$ cat src/rtl/vga_mem_arbiter_pkg.sv
// vga_mem_arbiter_pkg: shared widths, arbiter state encoding, frame base default
// and the frame fetch-pointer advance helper.
package vga_mem_arbiter_pkg;

  localparam int unsigned REG_W  = 32;
  localparam int unsigned DATA_W = 32;

  localparam logic [REG_W-1:0] VGA_BASE_DEF = 32'h8040_0000;

  typedef enum logic [1:0] {
    ARB_IDLE = 2'd0,
    ARB_CPU  = 2'd1,
    ARB_VGA  = 2'd2
  } arb_state_e;

  // Next frame word address; wraps to base after the last word.
  function automatic logic [REG_W-1:0] next_ptr(
    input logic [REG_W-1:0] ptr,
    input logic [REG_W-1:0] base,
    input logic [REG_W-1:0] last
  );
    return (ptr == last) ? base : ptr + 32'd4;
  endfunction

endpackage

$ cat src/rtl/vga_mem_arbiter_if.sv
// vga_mem_arbiter_if: CPU MEM-stage port, VGA FIFO port and RAM data port.
// slave = arbiter side; master = MEM/VGA/RAM side.
interface vga_mem_arbiter_if;
  import vga_mem_arbiter_pkg::*;

  logic              cpu_req;
  logic              cpu_we;
  logic [REG_W-1:0]  cpu_addr;
  logic [3:0]        cpu_sel;
  logic [DATA_W-1:0] cpu_wdata;
  logic [DATA_W-1:0] cpu_rdata;
  logic              cpu_ack;
  logic              stallreq;

  logic              vga_enable;
  logic              vga_frame_start;
  logic              vga_pop;
  logic [DATA_W-1:0] vga_data;
  logic              vga_empty;
  logic              vga_underflow;

  logic              ram_ce;
  logic              ram_we;
  logic [REG_W-1:0]  ram_addr;
  logic [3:0]        ram_sel;
  logic [DATA_W-1:0] ram_wdata;
  logic [DATA_W-1:0] ram_rdata;

  modport slave (
    input  cpu_req, cpu_we, cpu_addr, cpu_sel, cpu_wdata,
    output cpu_rdata, cpu_ack, stallreq,
    input  vga_enable, vga_frame_start, vga_pop,
    output vga_data, vga_empty, vga_underflow,
    output ram_ce, ram_we, ram_addr, ram_sel, ram_wdata,
    input  ram_rdata
  );

  modport master (
    output cpu_req, cpu_we, cpu_addr, cpu_sel, cpu_wdata,
    input  cpu_rdata, cpu_ack, stallreq,
    output vga_enable, vga_frame_start, vga_pop,
    input  vga_data, vga_empty, vga_underflow,
    input  ram_ce, ram_we, ram_addr, ram_sel, ram_wdata,
    output ram_rdata
  );

endinterface

$ cat src/rtl/vga_word_fifo.sv
// vga_word_fifo: sync word FIFO with flush; head reads 0 when empty.
// Ports: clk, rst, push_i/wdata_i, pop_i, flush_i, rdata_o, count_o, empty_o, full_o.
module vga_word_fifo #(
  parameter int unsigned DEPTH = 8
) (
  input  logic                     clk,
  input  logic                     rst,
  input  logic                     push_i,
  input  logic [31:0]              wdata_i,
  input  logic                     pop_i,
  input  logic                     flush_i,
  output logic [31:0]              rdata_o,
  output logic [$clog2(DEPTH):0]   count_o,
  output logic                     empty_o,
  output logic                     full_o
);
  localparam int unsigned AW = $clog2(DEPTH);

  logic [31:0]   mem_q [DEPTH];
  logic [AW-1:0] wr_q;
  logic [AW-1:0] rd_q;
  logic [AW:0]   cnt_q;
  logic          do_push;
  logic          do_pop;

  assign empty_o = (cnt_q == '0);
  assign full_o  = (cnt_q == (AW+1)'(DEPTH));
  assign count_o = cnt_q;
  assign rdata_o = empty_o ? 32'h0 : mem_q[rd_q];

  assign do_push = push_i & ~full_o & ~flush_i;
  assign do_pop  = pop_i & ~empty_o & ~flush_i;

  always_ff @(posedge clk) begin
    if (do_push) mem_q[wr_q] <= wdata_i;
  end

  always_ff @(posedge clk or posedge rst) begin
    if (rst) begin
      wr_q  <= '0;
      rd_q  <= '0;
      cnt_q <= '0;
    end else if (flush_i) begin
      wr_q  <= '0;
      rd_q  <= '0;
      cnt_q <= '0;
    end else begin
      if (do_push) wr_q <= wr_q + AW'(1);
      if (do_pop)  rd_q <= rd_q + AW'(1);
      cnt_q <= cnt_q + (AW+1)'(do_push) - (AW+1)'(do_pop);
    end
  end

endmodule

$ cat src/rtl/vga_mem_arbiter.sv
// vga_mem_arbiter: shares the RAM port between CPU MEM and VGA prefetch FIFO.
// Ports: clk, rst, bus (slave: cpu_*, vga_*, ram_*); VGA_ARB_STATS_EN adds stat_*.
module vga_mem_arbiter
  import vga_mem_arbiter_pkg::*;
#(
  parameter int unsigned      ACCESS_CYCLES = 2,
  parameter int unsigned      FIFO_DEPTH    = 8,
  parameter int unsigned      LOW_WATER     = 2,
  parameter logic [REG_W-1:0] VGA_BASE      = VGA_BASE_DEF,
  parameter int unsigned      FRAME_WORDS   = 120000
) (
  input  logic             clk,
  input  logic             rst,
  vga_mem_arbiter_if.slave bus
`ifdef VGA_ARB_STATS_EN
  ,
  output logic [31:0]      stat_stall_cycles,
  output logic [15:0]      stat_underflows
`endif
);
  localparam int unsigned CW = $clog2(FIFO_DEPTH) + 1;
  localparam logic [3:0] LAST_CNT = 4'(ACCESS_CYCLES - 1);
  localparam logic [CW-1:0] DEPTH_C = CW'(FIFO_DEPTH);
  localparam logic [CW-1:0] LOW_C = CW'(LOW_WATER);
  localparam logic [REG_W-1:0] LAST_ADDR =
    VGA_BASE + 32'(4 * (FRAME_WORDS - 1));

  arb_state_e       state_q;
  logic [3:0]       acc_cnt_q;
  logic             ram_ce_q;
  logic             ram_we_q;
  logic [31:0]      ram_addr_q;
  logic [3:0]       ram_sel_q;
  logic [31:0]      ram_wdata_q;
  logic             cpu_ack_q;
  logic [31:0]      cpu_rdata_q;
  logic [31:0]      ptr_q;
  logic             discard_q;
  logic             underflow_q;

  logic [CW-1:0]    fifo_cnt;
  logic [31:0]      fifo_rdata;
  logic             fifo_empty;
  logic             fifo_full;
  logic [CW:0]      occ;
  logic             flush;
  logic             last;
  logic             push;
  logic             pop_empty;
  logic             vga_need;
  logic             cpu_go;
  logic             grant_vga;
  logic             grant_cpu;

  // Disabled prefetcher keeps the FIFO flushed and the pointer at base.
  assign flush = bus.vga_frame_start | ~bus.vga_enable;

  assign occ = {1'b0, fifo_cnt} + (CW+1)'(state_q == ARB_VGA);
  assign vga_need = ~flush & ~fifo_full & (occ < {1'b0, DEPTH_C});

  // Ack cycle is IDLE with cpu_req still high; don't restart it.
  assign cpu_go = bus.cpu_req & ~cpu_ack_q;

  assign grant_vga = vga_need & ((fifo_cnt <= LOW_C) | ~cpu_go);
  assign grant_cpu = cpu_go & ~grant_vga;

  assign last = (state_q != ARB_IDLE) && (acc_cnt_q == LAST_CNT);
  assign push = last & (state_q == ARB_VGA) & ~discard_q & ~flush;
  assign pop_empty = bus.vga_pop & fifo_empty;

  vga_word_fifo #(
    .DEPTH (FIFO_DEPTH)
  ) u_fifo (
    .clk     (clk),
    .rst     (rst),
    .push_i  (push),
    .wdata_i (bus.ram_rdata),
    .pop_i   (bus.vga_pop),
    .flush_i (flush),
    .rdata_o (fifo_rdata),
    .count_o (fifo_cnt),
    .empty_o (fifo_empty),
    .full_o  (fifo_full)
  );

  always_ff @(posedge clk or posedge rst) begin
    if (rst) begin
      state_q     <= ARB_IDLE;
      acc_cnt_q   <= '0;
      ram_ce_q    <= 1'b0;
      ram_we_q    <= 1'b0;
      ram_addr_q  <= '0;
      ram_sel_q   <= '0;
      ram_wdata_q <= '0;
      cpu_ack_q   <= 1'b0;
      cpu_rdata_q <= '0;
      ptr_q       <= VGA_BASE;
      discard_q   <= 1'b0;
      underflow_q <= 1'b0;
    end else begin
      cpu_ack_q <= 1'b0;

      if (flush)     ptr_q <= VGA_BASE;
      else if (push) ptr_q <= next_ptr(ptr_q, VGA_BASE, LAST_ADDR);

      if (bus.vga_frame_start) underflow_q <= 1'b0;
      else if (pop_empty)      underflow_q <= 1'b1;

      unique case (state_q)
        ARB_IDLE: begin
          acc_cnt_q <= '0;
          discard_q <= 1'b0;
          if (grant_vga) begin
            state_q     <= ARB_VGA;
            ram_ce_q    <= 1'b1;
            ram_we_q    <= 1'b0;
            ram_addr_q  <= ptr_q;
            ram_sel_q   <= 4'hF;
            ram_wdata_q <= '0;
          end else if (grant_cpu) begin
            state_q     <= ARB_CPU;
            ram_ce_q    <= 1'b1;
            ram_we_q    <= bus.cpu_we;
            ram_addr_q  <= bus.cpu_addr;
            ram_sel_q   <= bus.cpu_sel;
            ram_wdata_q <= bus.cpu_wdata;
          end
        end
        ARB_CPU: begin
          if (last) begin
            state_q   <= ARB_IDLE;
            ram_ce_q  <= 1'b0;
            ram_we_q  <= 1'b0;
            cpu_ack_q <= 1'b1;
            if (!ram_we_q) cpu_rdata_q <= bus.ram_rdata;
          end else begin
            acc_cnt_q <= acc_cnt_q + 4'd1;
          end
        end
        ARB_VGA: begin
          if (last) begin
            state_q  <= ARB_IDLE;
            ram_ce_q <= 1'b0;
          end else begin
            acc_cnt_q <= acc_cnt_q + 4'd1;
            // RAM access runs to completion; its word is dropped.
            if (flush) discard_q <= 1'b1;
          end
        end
        default: begin
          state_q  <= ARB_IDLE;
          ram_ce_q <= 1'b0;
          ram_we_q <= 1'b0;
        end
      endcase
    end
  end

  assign bus.ram_ce        = ram_ce_q;
  assign bus.ram_we        = ram_we_q;
  assign bus.ram_addr      = ram_addr_q;
  assign bus.ram_sel       = ram_sel_q;
  assign bus.ram_wdata     = ram_wdata_q;
  assign bus.cpu_ack       = cpu_ack_q;
  assign bus.cpu_rdata     = cpu_rdata_q;
  assign bus.stallreq      = bus.cpu_req & ~cpu_ack_q;
  assign bus.vga_data      = fifo_rdata;
  assign bus.vga_empty     = fifo_empty;
  assign bus.vga_underflow = underflow_q;

`ifdef VGA_ARB_STATS_EN
  logic [31:0] stall_cnt_q;
  logic [15:0] uflow_cnt_q;

  always_ff @(posedge clk or posedge rst) begin
    if (rst) begin
      stall_cnt_q <= '0;
      uflow_cnt_q <= '0;
    end else begin
      if (bus.stallreq && stall_cnt_q != '1)
        stall_cnt_q <= stall_cnt_q + 32'd1;
      if (pop_empty && uflow_cnt_q != '1)
        uflow_cnt_q <= uflow_cnt_q + 16'd1;
    end
  end

  assign stat_stall_cycles = stall_cnt_q;
  assign stat_underflows   = uflow_cnt_q;
`endif

endmodule
$ cat src/flat_wrapper.sv
// flat-port wrapper written by rule: the top's interface ports become plain ports
module vga_mem_arbiter_flat import vga_mem_arbiter_pkg::*;
#(
  parameter int unsigned      ACCESS_CYCLES = 2,
  parameter int unsigned      FIFO_DEPTH    = 8,
  parameter int unsigned      LOW_WATER     = 2,
  parameter logic [REG_W-1:0] VGA_BASE      = VGA_BASE_DEF,
  parameter int unsigned      FRAME_WORDS   = 120000
)
  (clk, rst, bus_cpu_req, bus_cpu_we, bus_cpu_addr, bus_cpu_sel, bus_cpu_wdata, bus_cpu_rdata, bus_cpu_ack, bus_stallreq, bus_vga_enable, bus_vga_frame_start, bus_vga_pop, bus_vga_data, bus_vga_empty, bus_vga_underflow, bus_ram_ce, bus_ram_we, bus_ram_addr, bus_ram_sel, bus_ram_wdata, bus_ram_rdata);
  vga_mem_arbiter_if bus_i ();
  input  logic clk;
  input  logic rst;
  input wire logic [$bits(bus_i.cpu_req)-1:0] bus_cpu_req;
  input wire logic [$bits(bus_i.cpu_we)-1:0] bus_cpu_we;
  input wire logic [$bits(bus_i.cpu_addr)-1:0] bus_cpu_addr;
  input wire logic [$bits(bus_i.cpu_sel)-1:0] bus_cpu_sel;
  input wire logic [$bits(bus_i.cpu_wdata)-1:0] bus_cpu_wdata;
  output wire logic [$bits(bus_i.cpu_rdata)-1:0] bus_cpu_rdata;
  output wire logic [$bits(bus_i.cpu_ack)-1:0] bus_cpu_ack;
  output wire logic [$bits(bus_i.stallreq)-1:0] bus_stallreq;
  input wire logic [$bits(bus_i.vga_enable)-1:0] bus_vga_enable;
  input wire logic [$bits(bus_i.vga_frame_start)-1:0] bus_vga_frame_start;
  input wire logic [$bits(bus_i.vga_pop)-1:0] bus_vga_pop;
  output wire logic [$bits(bus_i.vga_data)-1:0] bus_vga_data;
  output wire logic [$bits(bus_i.vga_empty)-1:0] bus_vga_empty;
  output wire logic [$bits(bus_i.vga_underflow)-1:0] bus_vga_underflow;
  output wire logic [$bits(bus_i.ram_ce)-1:0] bus_ram_ce;
  output wire logic [$bits(bus_i.ram_we)-1:0] bus_ram_we;
  output wire logic [$bits(bus_i.ram_addr)-1:0] bus_ram_addr;
  output wire logic [$bits(bus_i.ram_sel)-1:0] bus_ram_sel;
  output wire logic [$bits(bus_i.ram_wdata)-1:0] bus_ram_wdata;
  input wire logic [$bits(bus_i.ram_rdata)-1:0] bus_ram_rdata;
  assign bus_i.cpu_req = bus_cpu_req;
  assign bus_i.cpu_we = bus_cpu_we;
  assign bus_i.cpu_addr = bus_cpu_addr;
  assign bus_i.cpu_sel = bus_cpu_sel;
  assign bus_i.cpu_wdata = bus_cpu_wdata;
  assign bus_cpu_rdata = bus_i.cpu_rdata;
  assign bus_cpu_ack = bus_i.cpu_ack;
  assign bus_stallreq = bus_i.stallreq;
  assign bus_i.vga_enable = bus_vga_enable;
  assign bus_i.vga_frame_start = bus_vga_frame_start;
  assign bus_i.vga_pop = bus_vga_pop;
  assign bus_vga_data = bus_i.vga_data;
  assign bus_vga_empty = bus_i.vga_empty;
  assign bus_vga_underflow = bus_i.vga_underflow;
  assign bus_ram_ce = bus_i.ram_ce;
  assign bus_ram_we = bus_i.ram_we;
  assign bus_ram_addr = bus_i.ram_addr;
  assign bus_ram_sel = bus_i.ram_sel;
  assign bus_ram_wdata = bus_i.ram_wdata;
  assign bus_i.ram_rdata = bus_ram_rdata;
  vga_mem_arbiter #(.ACCESS_CYCLES(ACCESS_CYCLES), .FIFO_DEPTH(FIFO_DEPTH), .LOW_WATER(LOW_WATER), .VGA_BASE(VGA_BASE), .FRAME_WORDS(FRAME_WORDS)) u_core (.clk(clk), .rst(rst), .bus(bus_i));
endmodule
$ cat config.mk
export PLATFORM = sky130hd
export DESIGN_NAME = vga_mem_arbiter_flat
export DESIGN_NICKNAME = d
export VERILOG_FILES = /design/src/rtl/vga_mem_arbiter_pkg.sv /design/src/rtl/vga_mem_arbiter_if.sv /design/src/rtl/vga_word_fifo.sv /design/src/rtl/vga_mem_arbiter.sv /design/src/flat_wrapper.sv
export SDC_FILE = /design/constraint.sdc
export NUM_CORES = 1
export LEC_CHECK = 0
export ABC_AREA = 1
export CELL_PAD_IN_SITES_DETAIL_PLACEMENT = 1
export CELL_PAD_IN_SITES_GLOBAL_PLACEMENT = 2
export CORE_UTILIZATION = 31
export DETAILED_ROUTE_END_ITERATION = 7
export PLACE_DENSITY_LB_ADDON = 0.1
export SYNTH_ARGS = -nofsm -noshare
export SYNTH_HDL_FRONTEND = slang
export SYNTH_SLANG_ARGS = --single-unit
$ cat constraint.sdc
create_clock -name clk -period 4.7 [get_ports clk]
set_input_delay 0.94 -clock clk [delete_from_list [all_inputs] [get_ports clk]]
set_output_delay 0.94 -clock clk [all_outputs]
set_load 0.05 [all_outputs]
==> results.yml <==
setup_path:
  end_kind: "primary output"
  path_class: "reg2out"
  cp_data_required_time_ns: 3.76
  cp-start-kind: "flop"
  critPathMaxFanout: 67
  critPathArrivalTime_ns: 3.31
floorplan:
  ioPinCount: 245
  core_um2: 56400
  die_y_um: 241
  fp.dieW_um: 241
  start_util: 0.314
  fp-row-count: 87
  dieArea_um2: 58000
sta:
  fmax_ghz: 0.235
  min_period_ns: 4.25
  worst_slew_pin_slew_ns: 0.880
  max_slew_margin: 0.412
  hold_viol: 0
  finClkSkew_ns: 0.0164
  tns_ns: 0
  finalMaxSlewViolations: 0
  rsz0062_at_grt: "false"
  finalSetupViolCount: 0
  fin_crit_sh: 0.904
clock_network:
  cts_tree: "done"
  cts_setup_buffers: 0
  insertion_delay_ns: 0.58
  root_buffer: "clkbuf_16"
  cts.sinks: 407
  path_clk_slew_ns: 0.06
  cts.htree.levels: 2
  cts_resized: 0
  hold_buffers: 0
  clock_path_buffers: 3
  cts_made_buffers: 47
drt:
  num_vias: 13362
  drc: 0
  drt_pre_antenna_iters: 4
  routedWlPerCell_um: 19.7
  drt_iter0_markers: 636
  ant_nets: 0
  via_per_inst: 4.77
  wirelength_mm: 55.3
synthesis:
  ys.flop_type: "edfxtp_1"
  yosysUniqueCellTypes: 35
  synth.avg_cell_area_um2: 9.97
  ys_seq_area_frac: 0.648
  synth_edf_count: 256
  syn_inst: 1774
  syn_nets: 1899
  syn-cell-area_um2: 17700
  async_flop_share: 0.371
  ys_ff_latch: 407
  yosysWarnings: 0
run:
  drv_cap: 0
cells_and_area:
  multi_input_area_um2: 5510
  regArea_um2: 11500
  nFillCells: 6405
  most-common-layout-cells: "478 x nand2_1, 318 x nor2_1, 256 x edfxtp_1, 244 x clkdlybuf4s50_1, 178 x o21ai_0"
  syn2layout_area_growth_pct: 26.9
  final_common_cell: "nand2_1"
  finalNetCount: 2133
  drive_gt1_frac: 0.0630
global_routing:
  antenna_found_initial: 3
  grt_max_degree: 131
  grt_pass1_wl_mm: 84.8
  grt-ovfl-total: 0
  grt_pass1_vias: 13990
  gr-usage-all-layers: 0.193
placed_design:
  hpwl_mm: 34.3
  port_buffers: 244
  place_congestion: 0.747
outcome:
  status: "completed"
pwr:
  ir_drop_mv: 0.286
  power_uw: 11500
  power_density_nw_per_um2: 515
  p_leak_uw: 0.00872
worst_hold_path:
  hold_path.class: "reg2reg"
==> cells by family after synthesis <==
kind of cell,after synthesis,share of synthesized area
buffers and inverters,164,0.0427
XOR/XNOR,15,0.00743
AO/OA/AOI/OAI,251,0.0790
flip-flops,407,0.648
AND/OR/NAND/NOR,919,0.209
adder cells (fa/ha/maj),18,0.0132
==> registers in the layout (all words and copies together), names as in the netlist <==
name,count
u_core.u_fifo.mem_q,256
u_core.bus.cpu_rdata,32
u_core.bus.ram_addr,32
u_core.bus.ram_wdata,32
u_core.ptr_q,30
u_core.acc_cnt_q,4
u_core.bus.ram_sel,4
u_core.u_fifo.count_o,4
u_core.u_fifo.rd_q,3
u_core.u_fifo.wr_q,3
u_core.state_q,2
u_core.bus.cpu_ack,1
u_core.bus.ram_ce,1
u_core.bus.ram_we,1
u_core.bus.vga_underflow,1
u_core.discard_q,1
==> per-layer routing <==
| layer | wire (µm) | track usage | part of all wire |
|---|---|---|---|
| met5 | 26 | 0 | 0.00047 |
| met1 | 24800 | 0.255 | 0.45 |
| met3 | 2900 | 0.0475 | 0.052 |
| met2 | 26500 | 0.317 | 0.48 |
| met4 | 1050 | 0.0466 | 0.019 |
==> synthesized netlist by cell type, types with 7 or more instances <==
master | n | area [µm²]
nand2_1 | 478 | 1790
a21oi_1 | 7 | 35.0
dfrtp_1 | 149 | 3730
o21ai_1 | 28 | 140
edfxtp_1 | 256 | 7690
nor2_1 | 318 | 1190
xor2_1 | 12 | 105
ha_1 | 17 | 213
nand4_1 | 28 | 175
nor2_2 | 8 | 50.1
o21ai_0 | 178 | 891
nor3_1 | 8 | 40.0
nand3_1 | 69 | 345
o32ai_1 | 32 | 280
buf_6 | 11 | 124
inv_1 | 70 | 263
clkbuf_1 | 42 | 158
buf_2 | 30 | 150
==> power breakdown <==
| group | internal, µW | leakage (µW) | switching, µW | total, µW |
|---|---|---|---|---|
| clock network | 2130 | 0.000729 | 1500 | 3630 |
| registers | 4240 | 0.00424 | 255 | 4500 |
| logic | 1020 | 0.00376 | 2400 | 3420 |
==> through the flow <==
step | std cells | util | hold slack (ns) | setup WS, ns | cell area (µm²)
final | 2804 | 0.398 | 0.465 | 0.449 | 22400
after global routing | 2804 | 0.398 | 0.492 | 0.176 | 22400
after CTS | 2803 | 0.398 | 0.473 | 0.354 | 22400
after detailed placement | 2715 | 0.371 | 0.457 | 0.999 | 20900
after global placement | 2715 | 0.371 | 0.455 | 1.03 | 20900
after floorplan | 1774 | - | 0.455 | 0.556 | 17700
==> final cells by class <==
type	instances	share of cell area
clock buffer	74	0.0597
inverter	72	0.0123
tap	756	0.0422
timing repair buffer	277	0.122
multi-input combinational	1203	0.245
clock inverter	14	0.00730
antenna	1	0.000112
sequential	407	0.511
==> critical path, cell delays in order (launching register included) <==
cell and delay, ns:
dfrtp_4 0.93, buf_4 0.39, o21ai_0 0.12, o21ai_0 0.15
o21ai_0 0.09, nor2_1 0.18, clkdlybuf4s50_1 0.82
==> worst paths after layout <==
kind,from,to,slack [ns],depth (start not counted)
max,u_core.u_fifo.rd_q[1],bus_vga_data[3],0.45,6
min,u_core.bus.cpu_rdata[9],u_core.bus.cpu_rdata[9],0.47,2
max reg2reg,u_core.u_fifo.count_o[2],u_core.u_fifo.count_o[2],1.90,12
min reg2reg,u_core.bus.cpu_rdata[9],u_core.bus.cpu_rdata[9],0.47,2
max in group asynchronous,rst,u_core.state_q[1],2.77,3
min in group asynchronous,rst,u_core.bus.cpu_rdata[5],0.77,2
No activity file was read; power rests on OpenSTA's default activity.
